[src/rtl/store_data_align.sv]
// Store-path byte-lane alignment: places SB/SH/SW data in lanes and builds byte write enables.
// Define STORE_MISALIGN_SPLIT_EN to split word-crossing stores into two beats; else they are dropped.
module store_data_align #(
   parameter int unsigned WORD_ADDR_W = 30
) (
   input  logic                   clk,
   input  logic                   rst,
   input  logic                   req_valid_i,
   output logic                   req_ready_o,
   input  logic [1:0]             req_type_i,
   input  logic [31:0]            req_addr_i,
   input  logic [31:0]            req_data_i,
   output logic                   mem_valid_o,
   input  logic                   mem_ready_i,
   output logic [WORD_ADDR_W-1:0] mem_addr_o,
   output logic [3:0]             mem_we_o,
   output logic [31:0]            mem_wdata_o,
   output logic                   misalign_err_o
);

`ifdef STORE_MISALIGN_SPLIT_EN
   typedef enum logic [1:0] {StIdle, StLow, StHigh} state_e;
`else
   typedef enum logic [1:0] {StIdle, StLow} state_e;
`endif

   state_e                 state_q;
   logic                   mem_valid_q;
   logic [WORD_ADDR_W-1:0] mem_addr_q;
   logic [3:0]             mem_we_q;
   logic [31:0]            mem_wdata_q;
   logic                   misalign_err_q;

   logic [1:0]             off;
   logic [3:0]             base_d;
   logic [31:0]            masked_d;
   logic [7:0]             m8_d;
   logic [WORD_ADDR_W-1:0] word_d;
   logic                   accept;
   logic                   start_d;
   logic                   cross_err_d;

   assign off    = req_addr_i[1:0];
   assign word_d = req_addr_i[WORD_ADDR_W+1:2];
   assign accept = req_valid_i && (state_q == StIdle);

   always_comb begin
      base_d   = 4'b0000;
      masked_d = 32'h0;
      case (req_type_i)
         2'b00:   begin base_d = 4'b0001; masked_d = {24'h0, req_data_i[7:0]};  end
         2'b01:   begin base_d = 4'b0011; masked_d = {16'h0, req_data_i[15:0]}; end
         2'b10:   begin base_d = 4'b1111; masked_d = req_data_i;                end
         default: ;
      endcase
   end

   assign m8_d = {4'b0000, base_d} << off;

`ifdef STORE_MISALIGN_SPLIT_EN
   logic [63:0] sh_d;
   logic [3:0]  hi_we_q;
   logic [31:0] hi_wdata_q;

   assign sh_d        = {32'h0, masked_d} << {off, 3'b000};
   assign start_d     = accept && (base_d != 4'b0000);
   assign cross_err_d = 1'b0;
`else
   logic [31:0] sh_d;

   // Lanes shifted past bit 31 belong to the dropped crossing case, so truncation is harmless.
   assign sh_d        = masked_d << {off, 3'b000};
   assign start_d     = accept && (base_d != 4'b0000) && (m8_d[7:4] == 4'b0000);
   assign cross_err_d = accept && (m8_d[7:4] != 4'b0000);
`endif

   always_ff @(posedge clk or posedge rst) begin
      if (rst) begin
         state_q        <= StIdle;
         mem_valid_q    <= 1'b0;
         mem_addr_q     <= '0;
         mem_we_q       <= 4'b0000;
         mem_wdata_q    <= 32'h0;
         misalign_err_q <= 1'b0;
`ifdef STORE_MISALIGN_SPLIT_EN
         hi_we_q        <= 4'b0000;
         hi_wdata_q     <= 32'h0;
`endif
      end else begin
         misalign_err_q <= cross_err_d;
         case (state_q)
            StIdle: begin
               if (start_d) begin
                  state_q     <= StLow;
                  mem_valid_q <= 1'b1;
                  mem_addr_q  <= word_d;
                  mem_we_q    <= m8_d[3:0];
                  mem_wdata_q <= sh_d[31:0];
`ifdef STORE_MISALIGN_SPLIT_EN
                  hi_we_q     <= m8_d[7:4];
                  hi_wdata_q  <= sh_d[63:32];
`endif
               end
            end
            StLow: begin
               if (mem_ready_i) begin
`ifdef STORE_MISALIGN_SPLIT_EN
                  if (hi_we_q != 4'b0000) begin
                     state_q     <= StHigh;
                     mem_addr_q  <= mem_addr_q + {{(WORD_ADDR_W-1){1'b0}}, 1'b1};
                     mem_we_q    <= hi_we_q;
                     mem_wdata_q <= hi_wdata_q;
                  end else begin
                     state_q     <= StIdle;
                     mem_valid_q <= 1'b0;
                     mem_we_q    <= 4'b0000;
                  end
`else
                  state_q     <= StIdle;
                  mem_valid_q <= 1'b0;
                  mem_we_q    <= 4'b0000;
`endif
               end
            end
`ifdef STORE_MISALIGN_SPLIT_EN
            StHigh: begin
               if (mem_ready_i) begin
                  state_q     <= StIdle;
                  mem_valid_q <= 1'b0;
                  mem_we_q    <= 4'b0000;
               end
            end
`endif
            default: begin
               state_q     <= StIdle;
               mem_valid_q <= 1'b0;
               mem_we_q    <= 4'b0000;
            end
         endcase
      end
   end

   assign req_ready_o    = (state_q == StIdle);
   assign mem_valid_o    = mem_valid_q;
   assign mem_addr_o     = mem_addr_q;
   assign mem_we_o       = mem_we_q;
   assign mem_wdata_o    = mem_wdata_q;
   assign misalign_err_o = misalign_err_q;

endmodule

[config.mk]
export PLATFORM = sky130hd
export DESIGN_NAME = store_data_align
export DESIGN_NICKNAME = d
export VERILOG_FILES = /design/src/rtl/store_data_align.sv
export SDC_FILE = /design/constraint.sdc
export NUM_CORES = 1
export LEC_CHECK = 0
export CAP_MARGIN = 0
export CELL_PAD_IN_SITES_DETAIL_PLACEMENT = 2
export CELL_PAD_IN_SITES_GLOBAL_PLACEMENT = 2
export CORE_ASPECT_RATIO = 0.8
export CORE_MARGIN = 2
export CORE_UTILIZATION = 28
export CTS_CLUSTER_DIAMETER = 150
export DETAILED_ROUTE_END_ITERATION = 10
export PLACE_DENSITY_LB_ADDON = 0.25
export SLEW_MARGIN = 5
export SYNTH_ARGS = -nofsm -noshare
export SYNTH_HDL_FRONTEND = slang
export SYNTH_SLANG_ARGS = --single-unit
[constraint.sdc]
create_clock -name clk -period 3.6 [get_ports clk]
set_input_delay 0.72 -clock clk [delete_from_list [all_inputs] [get_ports clk]]
set_output_delay 0.72 -clock clk [all_outputs]
set_load 0.05 [all_outputs]
==> results.json, run 1 <==
{
  "min_from": "mem_wdata_o[11]",
  "syn_to_final_growth_pct": 57.10,
  "layout.nets": 464,
  "overflow": 0,
  "grt_pass1_vias": 2954,
  "worst_skew_pair.late_latency_ns": 0.33,
  "r2r_cells": 5,
  "synth_cell_types": 34,
  "rows": 34,
  "grt_pass1_wl_um": 17080,
  "wirelength_um": 11030,
  "clockRootBuffer": "clkbuf_16",
  "cts_resized": 0,
  "htreeDepth": 3,
  "hold_buffers": 0,
  "crit_chain": "clkdlybuf4s50_1, inv_1, ha_1, or3_1, and4b_1, a221o_1, mux2_2",
  "place_ws_ns": 0.2980,
  "drcViolationCount": 0,
  "tns_ns": 0,
  "cts.sinks": 68,
  "antennaDiodeCount": 0,
  "cts_made_buffers": 9,
  "post-route-period-util_pct": 82.92,
  "leakagePower_nw": 2.196,
  "async_flop_share_pct": 100.0,
  "setup_ws_ns": 0.6148,
  "synth_warnings": 0,
  "seq_area_frac_synth_pct": 53.38,
  "final_cells": 536,
  "critPathRequiredTime_ns": 3.81,
  "r2r_slack_ns": 1.63,
  "dp.final_hpwl_um": 8235,
  "r2r_end": "mem_wdata_o[10]",
  "drt_iter0_markers": 199,
  "cts_tree": "built",
  "crit_fanout": 11,
  "synth-seq-cells": 68,
  "grt_usage_pct": 18.87,
  "most-common-layout-cells": "clkdlybuf4s50_1 (138), dfrtp_1 (68), mux2_2 (39), nor2_1 (22), mux2i_1 (19)",
  "ioPinCount": 139,
  "die_w_um": 123.3,
  "rsz0062_at_grt": "no",
  "clk_pin_slew_ns": 0.05,
  "timing.fmax_mhz": 335.0,
  "start_util_pct": 29.05,
  "antenna_left": 0,
  "core_um2": 10980,
  "maxCapViolCount": 0,
  "clock_skew_ns": 0.003788,
  "startpoint_type": "input port",
  "finalHoldViolations": 0,
  "die_h_um": 99.44,
  "first_pass_iters": 4,
  "fillers": 1122,
  "syn_area_um2": 3188,
  "vdd_drop_max_mv": 0.2609,
  "wire_per_inst_um": 20.58,
  "post_cts.repair.setup_buffers": 0,
  "status": "completed",
  "synth_edf_count": 0,
  "arrival_ns": 3.20,
  "layout_commonest_cell": "clkdlybuf4s50_1",
  "dr_total_vias": 2658,
  "hold_path_depth": 1,
  "synthCells": 252,
  "avgSynthCellArea_um2": 12.65,
  "place_inst": 522,
  "slowest_delay_ns": 0.58,
  "port-buffer-count": 138,
  "grt_start_max_net_pins": 52,
  "critPathSlowestCell": "or3_1",
  "criticalPathCategory": "input port to register",
  "slew_viol_final": 0,
  "setup.worst_path.end_class": "register",
  "avgViaCountPerCell": 4.959,
  "drive_gt1_share_pct": 16.58,
  "p_per_area_nw_per_um2": 660.8,
  "antenna_found_initial": 0,
  "whs_endpoint": "mem_wdata_o[11]",
  "clk_path_buf_depth": 2,
  "dieArea_um2": 12260,
  "gp_congestion": 0.7995,
  "syn_nets": 327,
  "post-route-min-period_ns": 2.985,
  "setup-violations-final": 0,
  "tightestPinTransition_ns": 0.9162,
  "rr_startpoint": "mem_valid_o",
  "min_path_type": "register to register",
  "synth_flop_cell": "dfrtp_1",
  "relSlewSlack_pct": 38.41
}
==> cell families (layout without fill, tap and decap cells) <==
kind of cell	count (synthesis)	in the layout	share of synthesized area, %
AO/OA/AOI/OAI	43	43	11.89
AND/OR/NAND/NOR	40	40	6.162
flip-flops	68	68	53.38
multiplexers	65	65	22.21
buffers and inverters	31	171	4.395
adder cells (fa/ha/maj)	5	5	1.962
==> registers in the layout, indices dropped and copies added, names as in the netlist <==
signal          cells
mem_wdata_o        32
mem_addr_o         30
mem_we_o            4
mem_valid_o         1
misalign_err_o      1
==> how the worst max path moves through the flow <==
stage	start	end	slack, ns
2_1_floorplan	rst	mem_addr_o[0]	1.17
3_3_place_gp	req_type_i[0]	mem_wdata_o[28]	0.39
3_5_place_dp	req_type_i[0]	mem_wdata_o[31]	0.30
4_1_cts	req_type_i[0]	mem_wdata_o[31]	0.63
5_1_grt	req_type_i[0]	mem_wdata_o[31]	0.52
6_report	req_type_i[0]	mem_wdata_o[29]	0.61
==> layer usage <==
metal  vias up  GRT usage, %  routed length [µm]
li1       1199             -                   -
met1      1348         25.01                4665
met2       100         30.14                5399
met3        11         5.390                 807
met4         0         5.245                 158
met5         -             0                   0
==> through the flow <==
| step | area (µm²) | utilization (%) | power [mW] | hold WS [ns] |
|---|---|---|---|---|
| after floorplan | 3188 | - | 1.910 | 0.7540 |
| after global placement | 4717 | 42.98 | 2.423 | 0.4830 |
| after global routing | 5009 | 45.63 | 3.460 | 0.5244 |
| after CTS | 5009 | 45.63 | 3.354 | 0.5035 |
| final | 5009 | 45.63 | 3.310 | 0.5006 |
| after detailed placement | 4717 | 42.98 | 2.462 | 0.4843 |
==> report_power, final <==
group          total, mW  switching (mW)  internal [mW]
Sequential          1.03          0.0972          0.937
Combinational       1.40           0.885          0.517
Clock              0.873           0.308          0.565
==> worst max-delay path: cells and delay by family <==
family          cells  cell delay [ns]
mux                 1             0.27
compound gates      1             0.35
buf+inv             2             0.60
fa+ha+maj           1             0.27
simple gates        2             0.98
==> area by class of cell <==
type                       count  area [µm²]  area share (%)
inverter                      13       48.80          0.9743
multi-input combinational    153        1348           26.90
clock inverter                 2       35.03          0.6995
timing repair buffer         144        1439           28.73
sequential                    68        1702           33.97
clock buffer                  12       256.5           5.121
tap                          144       180.2           3.597
==> Yosys cell counts, drive strengths merged, types with 5 or more instances <==
cell | n | share of area (%)
dfrtp | 68 | 53
nand2 | 6 | 0.71
a222oi | 8 | 2.5
inv | 13 | 1.5
a22o | 8 | 2.2
mux2 | 46 | 16
a221o | 8 | 2.5
mux2i | 19 | 6.0
ha | 5 | 2.0
a32oi | 8 | 2.2
nor2 | 22 | 2.6
buf | 15 | 2.5
Power figures use the tool's default switching activity.
==> run 2, diff against run 1 <==
--- a/config.mk
+++ b/config.mk
@@ -10,7 +10,7 @@
 export CELL_PAD_IN_SITES_GLOBAL_PLACEMENT = 2
 export CORE_ASPECT_RATIO = 0.8
 export CORE_MARGIN = 2
-export CORE_UTILIZATION = 28
+export CORE_UTILIZATION = 23
 export CTS_CLUSTER_DIAMETER = 150
 export DETAILED_ROUTE_END_ITERATION = 10
 export PLACE_DENSITY_LB_ADDON = 0.25
==> constraint.sdc (replaced) <==
create_clock -name clk -period 2.65 [get_ports clk]
set_input_delay 0.53 -clock clk [delete_from_list [all_inputs] [get_ports clk]]
set_output_delay 0.53 -clock clk [all_outputs]
set_load 0.05 [all_outputs]
==> run 2 against run 1 <==
  * First-iteration DRC count fell by 53%
  * Critical endpoint is now mem_wdata_o[22]
  * Clock skew rose by 0.0044 ns
  * Final area rose by 5.4%
  * Via count rose by 2.4%
  * Largest power group unchanged
  * Setup slack got worse by 0.51 ns
  * Sequential share of layout area fell by 1.7 points
  * Clock-buffer cell count fell by 1
  * Sequential power rose by 36%
==> results.json, run 2 (synthesized netlist as in run 1, its figures left out) <==
{
  "status": "completed",
  "hold_buffers": 0,
  "drt_iter0_markers": 94,
  "layout_commonest_cell": "clkdlybuf4s50_1",
  "dp.final_hpwl_um": 8622,
  "p_seq_share_pct": 29.3,
  "first_pass_iters": 4,
  "htreeDepth": 3,
  "rsz0062_at_grt": "no",
  "criticalPathCategory": "input port to register",
  "most-common-layout-cells": "clkdlybuf4s50_1 (138), dfrtp_1 (68), mux2_2 (39), buf_4 (23), nor2_1 (22)",
  "grt_start_max_net_pins": 43,
  "startpoint_type": "input port",
  "cts_tree": "built",
  "timing.hold.ws_ns": 0.4692,
  "port-buffer-count": 138,
  "overflow": 0,
  "grt_usage_pct": 16.10,
  "cts_made_buffers": 9,
  "relSlewSlack_pct": 43.63,
  "antennaDiodeCount": 0,
  "leakagePower_nw": 2.327,
  "p_comb_share_pct": 40.3,
  "dieArea_um2": 14830,
  "antenna_left": 0,
  "arrival_ns": 2.81,
  "p_int_mw": 2.972,
  "slew_viol_final": 0,
  "cts_resized": 0,
  "worst_skew_pair.late_latency_ns": 0.34,
  "grt_pass1_vias": 3108,
  "antenna_found_initial": 0,
  "drive_gt1_share_pct": 21.07,
  "post-route-min-period_ns": 2.549,
  "setup-violations-final": 0,
  "dr_total_vias": 2723,
  "place_inst": 577,
  "timing.fmax_mhz": 392.3,
  "clkPwrFrac_pct": 30.4,
  "fin_util_pct": 38.95,
  "die_w_um": 135.6,
  "crit_fanout": 8,
  "crit_chain": "clkdlybuf4s50_1, buf_4, ha_1, or2_2, nor3b_2, a222oi_1, mux2i_1",
  "avgViaCountPerCell": 4.592,
  "place_ws_ns": -0.2247,
  "min_path_type": "input port to async pin",
  "drcViolationCount": 0,
  "setup.worst_path.end_class": "register",
  "slowest_delay_ns": 0.62,
  "clk_pin_slew_ns": 0.06,
  "syn_to_final_growth_pct": 65.54,
  "switching_power_mw": 1.806,
  "worst-path-buf-inv": 2,
  "largest_reg_flops": 32,
  "wirelength_um": 11390,
  "ioPinCount": 139,
  "clk_path_buf_depth": 2,
  "post-route-period-util_pct": 96.19,
  "cts.sinks": 68,
  "p_per_area_nw_per_um2": 905.3,
  "finalHoldViolations": 0,
  "wire_per_inst_um": 19.21,
  "rows": 38,
  "switching_share_pct": 37.79,
  "post_cts.repair.setup_buffers": 0,
  "cpLargestDelayFamily": "simple AND/OR/NAND/NOR gates",
  "start_util_pct": 23.53,
  "clock_skew_ns": 0.008181,
  "die_h_um": 109.3,
  "gp_congestion": 0.7346,
  "clockRootBuffer": "clkbuf_16",
  "core_um2": 13550,
  "grt_pass1_wl_um": 17780,
  "critPathRequiredTime_ns": 2.91,
  "critPathSlowestCell": "nor3b_2",
  "maxCapViolCount": 0,
  "tightestPinTransition_ns": 0.8385,
  "setup_ws_ns": 0.1011,
  "final_cells": 593,
  "vdd_drop_max_mv": 0.3309,
  "layout.nets": 483
}
==> run 2: cell type report <==
| class | instances | area (µm²) |
|---|---|---|
| well taps | 180 | 225.2 |
| flip-flops and latches | 68 | 1702 |
| clock inverters | 5 | 107.6 |
| repair buffers | 163 | 1594 |
| fillers | 1391 | 8273 |
| multi-input cells | 153 | 1348 |
| inverters | 13 | 48.80 |
| clock buffers | 11 | 252.7 |
==> run 2: path summary, 6_finish.rpt <==
check,start,end,slack [ns],depth (start not counted)
setup / recovery,req_type_i[1],mem_wdata_o[22],0.10,7
max in group asynchronous,rst,mem_wdata_o[25],1.65,3
hold reg to reg,mem_wdata_o[13],mem_wdata_o[13],0.50,1
setup reg to reg,mem_valid_o,mem_addr_o[4],0.81,5
min in group clk,mem_wdata_o[13],mem_wdata_o[13],0.50,1
hold / removal,rst,mem_addr_o[20],0.47,2
==> run 2: through the flow <==
step / power, mW / instance area (µm²) / TNS, ns
floorplan: 2.595 / 3188 / 0
global placement: 3.328 / 4917 / -6.334
detailed placement: 3.364 / 4917 / -10.20
CTS: 4.855 / 5278 / 0
global route: 4.989 / 5278 / 0
finish: 4.778 / 5278 / 0
==> run 2: power by group through the flow <==
stage / Combinational [mW] / Clock [mW] / Sequential, mW
global placement: 1.92 / 0 / 1.41
global route: 2.02 / 1.54 / 1.44
CTS: 1.95 / 1.50 / 1.41
detailed placement: 1.94 / 0 / 1.42
finish: 1.92 / 1.45 / 1.40
floorplan: 0.363 / 0 / 2.23
==> run 2: metal layers <==
layer	track usage (%)	vias up	wire [µm]
met1	21.69	1391	5185
met3	4.103	9	684
met4	4.241	0	123
met5	0	-	0
li1	-	1237	-
met2	25.94	86	5398
